$ cat src/rtl/wb_cmd_pkg.sv
// Shared types and widths for the Wishbone command master.
package wb_cmd_pkg;

    localparam int WB_DW   = 32;
    localparam int WB_SELW = 4;

    typedef enum logic [1:0] {
        ST_IDLE = 2'd0,
        ST_REQ  = 2'd1,
        ST_WAIT = 2'd2,
        ST_RESP = 2'd3
    } wbm_state_e;

endpackage

$ cat src/rtl/wb_cmd_master.sv
// Single-outstanding pipelined Wishbone initiator fed by a valid/ready command stream.
// Optional bus-cycle abort counter is enabled by defining WBM_TIMEOUT_EN.
//
// state | meaning
// IDLE  | ready for a command
// REQ   | stb asserted, waiting for the responder to take it (stall=0)
// WAIT  | strobe taken, cyc held until ack/err
// RESP  | response presented until consumed
module wb_cmd_master
    import wb_cmd_pkg::*;
#(
    parameter int AW      = 30,
    parameter int TIMEOUT = 1023
) (
    input  logic               i_clk,
    input  logic               i_reset_n,
    input  logic               i_cmd_valid,
    output logic               o_cmd_ready,
    input  logic               i_cmd_we,
    input  logic [AW-1:0]      i_cmd_addr,
    input  logic [WB_DW-1:0]   i_cmd_data,
    input  logic [WB_SELW-1:0] i_cmd_sel,
    output logic               o_wb_cyc,
    output logic               o_wb_stb,
    output logic               o_wb_we,
    output logic [AW-1:0]      o_wb_addr,
    output logic [WB_DW-1:0]   o_wb_data,
    output logic [WB_SELW-1:0] o_wb_sel,
    input  logic               i_wb_stall,
    input  logic               i_wb_ack,
    input  logic               i_wb_err,
    input  logic [WB_DW-1:0]   i_wb_data,
    output logic               o_rsp_valid,
    input  logic               i_rsp_ready,
    output logic [WB_DW-1:0]   o_rsp_data,
    output logic               o_rsp_err,
    output logic               o_rsp_timeout
);

    wbm_state_e         state_q, state_d;
    logic               cyc_q, cyc_d;
    logic               stb_q, stb_d;
    logic               we_q, we_d;
    logic [AW-1:0]      addr_q, addr_d;
    logic [WB_DW-1:0]   data_q, data_d;
    logic [WB_SELW-1:0] sel_q, sel_d;
    logic               rsp_valid_q, rsp_valid_d;
    logic [WB_DW-1:0]   rsp_data_q, rsp_data_d;
    logic               rsp_err_q, rsp_err_d;
    logic               complete;

`ifdef WBM_TIMEOUT_EN
    localparam int CNT_W = (TIMEOUT < 2) ? 1 : $clog2(TIMEOUT + 1);
    localparam logic [CNT_W-1:0] CNT_LIM = CNT_W'(TIMEOUT - 1);

    logic [CNT_W-1:0] tmo_cnt_q, tmo_cnt_d;
    logic             rsp_timeout_q, rsp_timeout_d;
`else
    logic unused_timeout;
    assign unused_timeout = (TIMEOUT != 0);
`endif

    always_comb begin
        state_d     = state_q;
        cyc_d       = cyc_q;
        stb_d       = stb_q;
        we_d        = we_q;
        addr_d      = addr_q;
        data_d      = data_q;
        sel_d       = sel_q;
        rsp_valid_d = rsp_valid_q;
        rsp_data_d  = rsp_data_q;
        rsp_err_d   = rsp_err_q;
        complete    = 1'b0;
`ifdef WBM_TIMEOUT_EN
        tmo_cnt_d     = tmo_cnt_q;
        rsp_timeout_d = rsp_timeout_q;
`endif

        case (state_q)
            ST_IDLE: begin
                if (i_cmd_valid) begin
                    we_d    = i_cmd_we;
                    addr_d  = i_cmd_addr;
                    data_d  = i_cmd_data;
                    sel_d   = i_cmd_sel;
                    cyc_d   = 1'b1;
                    stb_d   = 1'b1;
                    state_d = ST_REQ;
`ifdef WBM_TIMEOUT_EN
                    tmo_cnt_d = '0;
`endif
                end
            end
            ST_REQ: begin
                // ack/err only count once the strobe has actually been taken
                if (!i_wb_stall) begin
                    stb_d = 1'b0;
                    if (i_wb_ack || i_wb_err) complete = 1'b1;
                    else                      state_d  = ST_WAIT;
                end
            end
            ST_WAIT: begin
                if (i_wb_ack || i_wb_err) complete = 1'b1;
            end
            ST_RESP: begin
                if (i_rsp_ready) begin
                    rsp_valid_d = 1'b0;
                    state_d     = ST_IDLE;
                end
            end
            default: state_d = ST_IDLE;
        endcase

        if (complete) begin
            state_d     = ST_RESP;
            cyc_d       = 1'b0;
            stb_d       = 1'b0;
            rsp_valid_d = 1'b1;
            rsp_err_d   = i_wb_err;
            rsp_data_d  = (!we_q && !i_wb_err) ? i_wb_data : '0;
`ifdef WBM_TIMEOUT_EN
            rsp_timeout_d = 1'b0;
`endif
        end

`ifdef WBM_TIMEOUT_EN
        // a real completion on the same cycle as the limit takes precedence
        if ((state_q == ST_REQ) || (state_q == ST_WAIT)) begin
            tmo_cnt_d = tmo_cnt_q + 1'b1;
            if (!complete && (tmo_cnt_q == CNT_LIM)) begin
                state_d       = ST_RESP;
                cyc_d         = 1'b0;
                stb_d         = 1'b0;
                rsp_valid_d   = 1'b1;
                rsp_err_d     = 1'b1;
                rsp_data_d    = '0;
                rsp_timeout_d = 1'b1;
            end
        end
`endif
    end

    always_ff @(posedge i_clk or negedge i_reset_n) begin
        if (!i_reset_n) begin
            state_q     <= ST_IDLE;
            cyc_q       <= 1'b0;
            stb_q       <= 1'b0;
            we_q        <= 1'b0;
            addr_q      <= '0;
            data_q      <= '0;
            sel_q       <= '0;
            rsp_valid_q <= 1'b0;
            rsp_data_q  <= '0;
            rsp_err_q   <= 1'b0;
        end else begin
            state_q     <= state_d;
            cyc_q       <= cyc_d;
            stb_q       <= stb_d;
            we_q        <= we_d;
            addr_q      <= addr_d;
            data_q      <= data_d;
            sel_q       <= sel_d;
            rsp_valid_q <= rsp_valid_d;
            rsp_data_q  <= rsp_data_d;
            rsp_err_q   <= rsp_err_d;
        end
    end

`ifdef WBM_TIMEOUT_EN
    always_ff @(posedge i_clk or negedge i_reset_n) begin
        if (!i_reset_n) begin
            tmo_cnt_q     <= '0;
            rsp_timeout_q <= 1'b0;
        end else begin
            tmo_cnt_q     <= tmo_cnt_d;
            rsp_timeout_q <= rsp_timeout_d;
        end
    end

    assign o_rsp_timeout = rsp_timeout_q;
`else
    assign o_rsp_timeout = 1'b0;
`endif

    // held low while reset is asserted even though the state already reads IDLE
    assign o_cmd_ready = (state_q == ST_IDLE) && i_reset_n;
    assign o_wb_cyc    = cyc_q;
    assign o_wb_stb    = stb_q;
    assign o_wb_we     = we_q;
    assign o_wb_addr   = addr_q;
    assign o_wb_data   = data_q;
    assign o_wb_sel    = sel_q;
    assign o_rsp_valid = rsp_valid_q;
    assign o_rsp_data  = rsp_data_q;
    assign o_rsp_err   = rsp_err_q;

endmodule
$ cat config.mk
export PLATFORM = sky130hd
export DESIGN_NAME = wb_cmd_master
export DESIGN_NICKNAME = d
export VERILOG_FILES = /design/src/rtl/wb_cmd_pkg.sv /design/src/rtl/wb_cmd_master.sv
export SDC_FILE = /design/constraint.sdc
export NUM_CORES = 1
export LEC_CHECK = 0
export BUFFER_PORTS_ARGS = -buffer_cell sky130_fd_sc_hd__buf_2
export CAP_MARGIN = 20
export CORE_MARGIN = 1
export CORE_UTILIZATION = 42
export CTS_CLUSTER_DIAMETER = 80
export DETAILED_ROUTE_END_ITERATION = 6
export PLACE_DENSITY = 0.77
export SLEW_MARGIN = 5
export SYNTH_ARGS = -nofsm -noshare
export SYNTH_HDL_FRONTEND = slang
export SYNTH_SLANG_ARGS = --single-unit
$ cat constraint.sdc
create_clock -name i_clk -period 1.67 [get_ports i_clk]
set_clock_uncertainty 0.15 [all_clocks]
set_input_delay 0.334 -clock i_clk [delete_from_list [all_inputs] [get_ports i_clk]]
set_output_delay 0.334 -clock i_clk [all_outputs]
set_load 0.03 [all_outputs]
==> results of run 1 <==
## flip-flops by register name, summed over array words and instances (netlist names)
register and cells:
o_rsp_data 32, o_rsp_valid 1, state_q 2, o_rsp_err 1, o_wb_we 1, o_wb_data 32
o_wb_sel 4, o_wb_cyc 1, o_wb_addr 30, o_wb_stb 1
## worst max-delay path by stage
stage | from | to | cells past startpoint
detailed placement | state_q[1] | o_rsp_data[12] | 6
global placement | state_q[1] | o_rsp_data[14] | 6
floorplan | state_q[1] | o_wb_data[21] | 7
CTS | state_q[1] | o_cmd_ready | 5
finish | state_q[1] | o_cmd_ready | 5
global route | state_q[1] | o_cmd_ready | 5
## area by class of cell
| cell class | instances | area, sq um |
|---|---|---|
| well taps | 133 | 166.4 |
| repair buffers | 234 | 1413 |
| multi-input cells | 161 | 1635 |
| fillers | 802 | 3712 |
| inverters | 34 | 127.6 |
| clock inverters | 4 | 76.32 |
| clock buffers | 11 | 151.4 |
| flip-flops and latches | 105 | 2628 |
## synthesized netlist by cell type, drive strengths merged
cell     count  area share [%]
a21o         1            0.17
a21oi        1            0.11
a221o        2            0.46
and2         2            0.29
and3         1            0.14
buf         13             2.8
clkbuf       3            0.26
conb         1           0.086
dfrtp      105              60
ha           4             1.2
inv         34             2.9
mux2        68              18
mux2i       32             7.4
nand2       34             2.9
nand2b       2            0.29
nand4        1            0.14
nor2         4            0.35
nor2b        2            0.46
nor3         1            0.11
nor3b        1            0.17
o2111ai      1            0.20
o21ai        1            0.11
o21bai       1            0.17
o221a        1            0.46
## metrics by stage
step                utilization (%)  instance area (sq um)
floorplan                         -                   4370
global placement              56.59                   5608
detailed placement            56.59                   5608
CTS                           59.34                   5881
global route                  62.54                   6197
finish                        62.54                   6197
## cell families (layout without fill, tap and decap cells)
family / count (synthesis) / after routing / synth area share [%]
flip-flops: 105 / 105 / 60.43
AO/OA/AOI/OAI: 8 / 8 / 1.698
other: 1 / 1 / 0.08625
multiplexers: 100 / 100 / 25.76
buffers and inverters: 50 / 283 / 5.985
AND/OR/NAND/NOR: 48 / 48 / 4.892
adder cells (fa/ha/maj): 4 / 4 / 1.151
## timing repair
| item | in CTS | in global routing |
|---|---|---|
| setup buffers | 3 | 2 |
| setup endpoints to repair | 97 | 95 |
| pin swaps | 1 | 0 |
| gates resized for setup | 7 | 43 |
| gates cloned | 0 | 5 |
| endpoints found under the hold margin | 105 | 105 |
## critical path, stage by stage, from the launching register on
cell and delay (ns):
dfrtp_1 0.41, inv_2 0.10, ha_4 0.14, buf_6 0.09
and2_4 0.12, buf_6 0.12
## power breakdown
part / switching (mW) / internal [mW] / leakage, nW
clock: 0.829 / 0.921 / 0.112
sequential: 0.696 / 3.81 / 1.29
combinational: 4.51 / 3.18 / 1.77
## layer usage
metal | track usage [%] | up-vias | routed length, um
met5 | 0 | - | 0
met4 | 7.347 | 0 | 172
met3 | 4.342 | 12 | 691
met2 | 32.12 | 152 | 5303
met1 | 23.74 | 1573 | 4760
li1 | - | 1489 | -
==> results.tsv, run 1 <==
metric	value	unit
status	finished, violations left	
failed_checks	negative setup slack	
r2r_setup_slack	-0.14	ns
synth_warnings	0	
synth_area	4348	sq um
hold_violations	0	
antenna_found_initial	0	
place.gp.congestion	0.7671	
drtIter0Drc	104	
syn-num-nets	426	
rsz0062_at_grt	yes	
dp_hpwl	7349	um
drt-vias-per-instance	4.730	
worst_slew_pin_slew	0.5384	ns
setup_ws	-0.1491	ns
power	13.95	mW
hold-path-cell-count	2	
dpl.cell_count	656	
cp-start-kind	register	
dr_total_vias	3226	
clk_path_buf_depth	2	
start_util	43.88	%
core_area	9910	sq um
pre_cts_slack	-0.1053	ns
area_delta_synth_final	42.53	%
period_share	108.9	%
fp.dieH	103.7	um
nNetsFinal	655	
track_usage	19.01	%
antennaDiodeCount	0	
ff2ff_path_depth	6	
synth_cells	316	
r2r-end	o_rsp_err	
hold_path.startpoint	i_cmd_we	
h-tree-depth	3	
dieWidth	103.7	um
drive_above_1_share	57.56	%
cts_tree	built	
firstDrtPassIters	4	
cp_max_fo	3	
maxClockFrequency	549.7	MHz
grt_pass1_wl	16180	um
wl	10930	um
ant_nets	0	
final_cells	682	
drv_slew	0	
final_common_cell	buf_2	
overflow	0	
r2r-start	state_q[0]	
critPathArrivalTime	1.34	ns
clockRootBuffer	clkbuf_8	
cts_buffers	9	
drv_cap	0	
cts.sinks	105	
finalSetupViolations	75	
post_drt_wl_per_cell	16.02	um
power_density	2250	nW/um^2
crit_type	register to primary output	
cellLeakagePower	3.171	nW
setup-tns-final	-4.364	ns
required	1.19	ns
end_kind	primary output	
rows	36	
synth.distinct_cells	30	
grt_pass1_vias	3218	
grt_max_degree	106	
ios	211	
holdWs	0.04706	ns
final_cell_mix	buf_2, dfrtp_1, mux2_4	
io_buffers	209	
die_area	10760	sq um
ir_drop	1229	uV
hold_class	input port to register	
min_period	1.819	ns
slew_headroom	64.11	%
min_to	o_wb_we	
clock_latency	0.35	ns
cts.clk_slew.worst_paths	0.09	ns
synth-seq-cells	105	
yosysSeqAreaShare	60.43	%
avgSynthCellArea	13.76	sq um
drc	0	
No activity file was read; power rests on OpenSTA's default activity.
==> inputs of run 2 (changes only) <==
Clock period 1.67 ns to 1.6 ns, I/O delays scaled along.
==> run 2 against run 1 <==
Compared with the run above: the run still ends with negative setup slack left; sequential power grew 5.3%; power is 4.1% higher; via count rose by 0.81%; core utilization rose by 1.2 points; cell count up 1.8%; clock-buffer cell count fell by 2; non-clock buffer count increased by 11; critical endpoint is now state_q[0]; sequential cell count is the same; setup slack got worse by 0.047 ns; combinational power up 7.4%.
==> results.tsv, run 2 (synthesis gave the netlist of run 1 again) <==
metric	value	unit	change
utilization	63.78	%	+1.2 points
cts_tree	built		
ir_drop	1212	uV	-1.4%
critPathArrivalTime	1.89	ns	+0.55 ns
nNetsFinal	666		+1.7%
fp.dieH	103.7	um	unchanged
hold_class	input port to register		
setup-tns-final	-10.71	ns	-6.343 ns
nFillCells	765		-4.6%
io_buffers	209		unchanged
maxClockFrequency	556.9	MHz	
r2r-start	state_q[0]		
clock_latency	0.36	ns	about the same
cts.clk_slew.worst_paths	0.11	ns	+0.02 ns
overflow	0		unchanged
ff2ff_path_depth	6		unchanged
antennaDiodeCount	0		unchanged
cp_max_fo	6		+3
crit_type	register to register		
die_area	10760	sq um	unchanged
grt_pass1_wl	18050	um	+12%
finalSetupViolations	106		+41%
drv_cap	0		unchanged
hold-path-cell-count	2		unchanged
drv_slew	0		unchanged
rows	36		unchanged
grt_max_degree	106		unchanged
end_kind	register		
antenna_found_initial	0		unchanged
cts.sinks	105		unchanged
drive_above_1_share	58.82	%	+1.3 points
period_share	112.2	%	
h-tree-depth	3		unchanged
min_to	o_wb_data[4]		
cts_buffers	9		unchanged
dieWidth	103.7	um	unchanged
track_usage	21.68	%	+2.7 points
ant_nets	0		unchanged
holdWs	0.02012	ns	-0.02694 ns
clk_path_buf_depth	2		unchanged
dr_total_vias	3252		+0.81%
status	finished, violations left		
power	14.51	mW	+4.1%
drc	0		unchanged
worst_slew_pin_slew	0.5381	ns	-0.0003104 ns
pre_cts_slack	-0.1680	ns	-0.06269 ns
slew_headroom	64.13	%	about the same
wl	11240	um	+2.8%
hold_violations	0		unchanged
min_period	1.796	ns	
multi_input_area	1634	sq um	about the same
seqCellArea	2628	sq um	unchanged
cp-start-kind	register		
grt_pass1_vias	3452		+7.3%
power_density	2296	nW/um^2	+2.0%
final_cell_mix	buf_2, dfrtp_1, mux2_4		
area_delta_synth_final	45.35	%	
rsz0062_at_grt	yes		
r2r-end	state_q[0]		
drt-vias-per-instance	4.686		-0.94%
setup_ws	-0.1956	ns	-0.04653 ns
clockRootBuffer	clkbuf_8		
failed_checks	negative setup slack		
start_util	43.88	%	unchanged
required	1.69	ns	+0.50 ns
core_area	9910	sq um	unchanged
post_drt_wl_per_cell	16.19	um	+1.0%
hold_path.startpoint	i_cmd_data[4]		
firstDrtPassIters	4		unchanged
r2r_setup_slack	-0.20	ns	-0.06 ns
place.gp.congestion	0.7705		+0.44%
cellLeakagePower	3.240	nW	+2.2%
dp_hpwl	7235	um	-1.6%
ios	211		unchanged
drtIter0Drc	115		+11%
final_common_cell	buf_2		
run 2: changes by cell type in the layout (fill, tap and decap cells not counted), moves of 3 or more:
cell	before	now
buf_16	0	3
buf_4	10	14
buf_6	5	8
bufbuf_16	0	3
clkbuf_16	4	0
mux2_1	10	7
mux2_2	12	15
run 2: worst max path at each step:
stage | startpoint | endpoint | slack, ns | depth (start not counted)
2_1_floorplan | state_q[1] | o_wb_data[21] | -0.11 | 7
3_3_place_gp | state_q[1] | o_rsp_data[14] | -0.07 | 6
3_5_place_dp | state_q[1] | o_rsp_data[13] | -0.17 | 6
4_1_cts | state_q[0] | state_q[0] | -0.22 | 6
5_1_grt | state_q[1] | o_cmd_ready | -0.24 | 5
6_report | state_q[0] | state_q[0] | -0.20 | 6
run 2: area by class of cell:
type,instances,share of cell area (%)
Timing Repair Buffer,245,25.10
Multi-Input combinational cell,161,25.86
Sequential cell,105,41.58
Clock inverter,7,0.8513
Tap cell,133,2.633
Inverter,34,2.019
Clock buffer,9,1.960
run 2: report_power, final:
group	total (mW)	leakage, nW	switching (mW)	internal (mW)
sequential	4.75	1.29	0.764	3.98
combinational	8.25	1.85	4.73	3.52
clock	1.51	0.0939	0.933	0.580
run 2: through the flow:
stage,cell area (sq um),std cells
after floorplan,4370,316
after global placement,5630,659
after detailed placement,5630,659
after CTS,6279,690
after global routing,6320,694
final,6320,694
run 2: layer usage:
layer / global-route usage [%] / part of all wire (%)
met5: 0 / 0
met3: 4.720 / 6.5
met2: 35.86 / 48
met4: 10.00 / 2.4
met1: 27.22 / 43
run 2: critical path, stage by stage (launching register included):
cell     delay (ns)
dfrtp_1        0.41
buf_4          0.16
ha_4           0.17
nor2b_4        0.13
o221a_4        0.24
buf_4          0.15
a221o_1        0.28
run 2: repair_timing:
item	CTS	global route
hold endpoints to repair	106	0
pin swaps	2	1
setup buffers	7	4
gates cloned	6	0
hold buffers	2	0
endpoints found under the setup margin	102	106
resized for setup	57	3
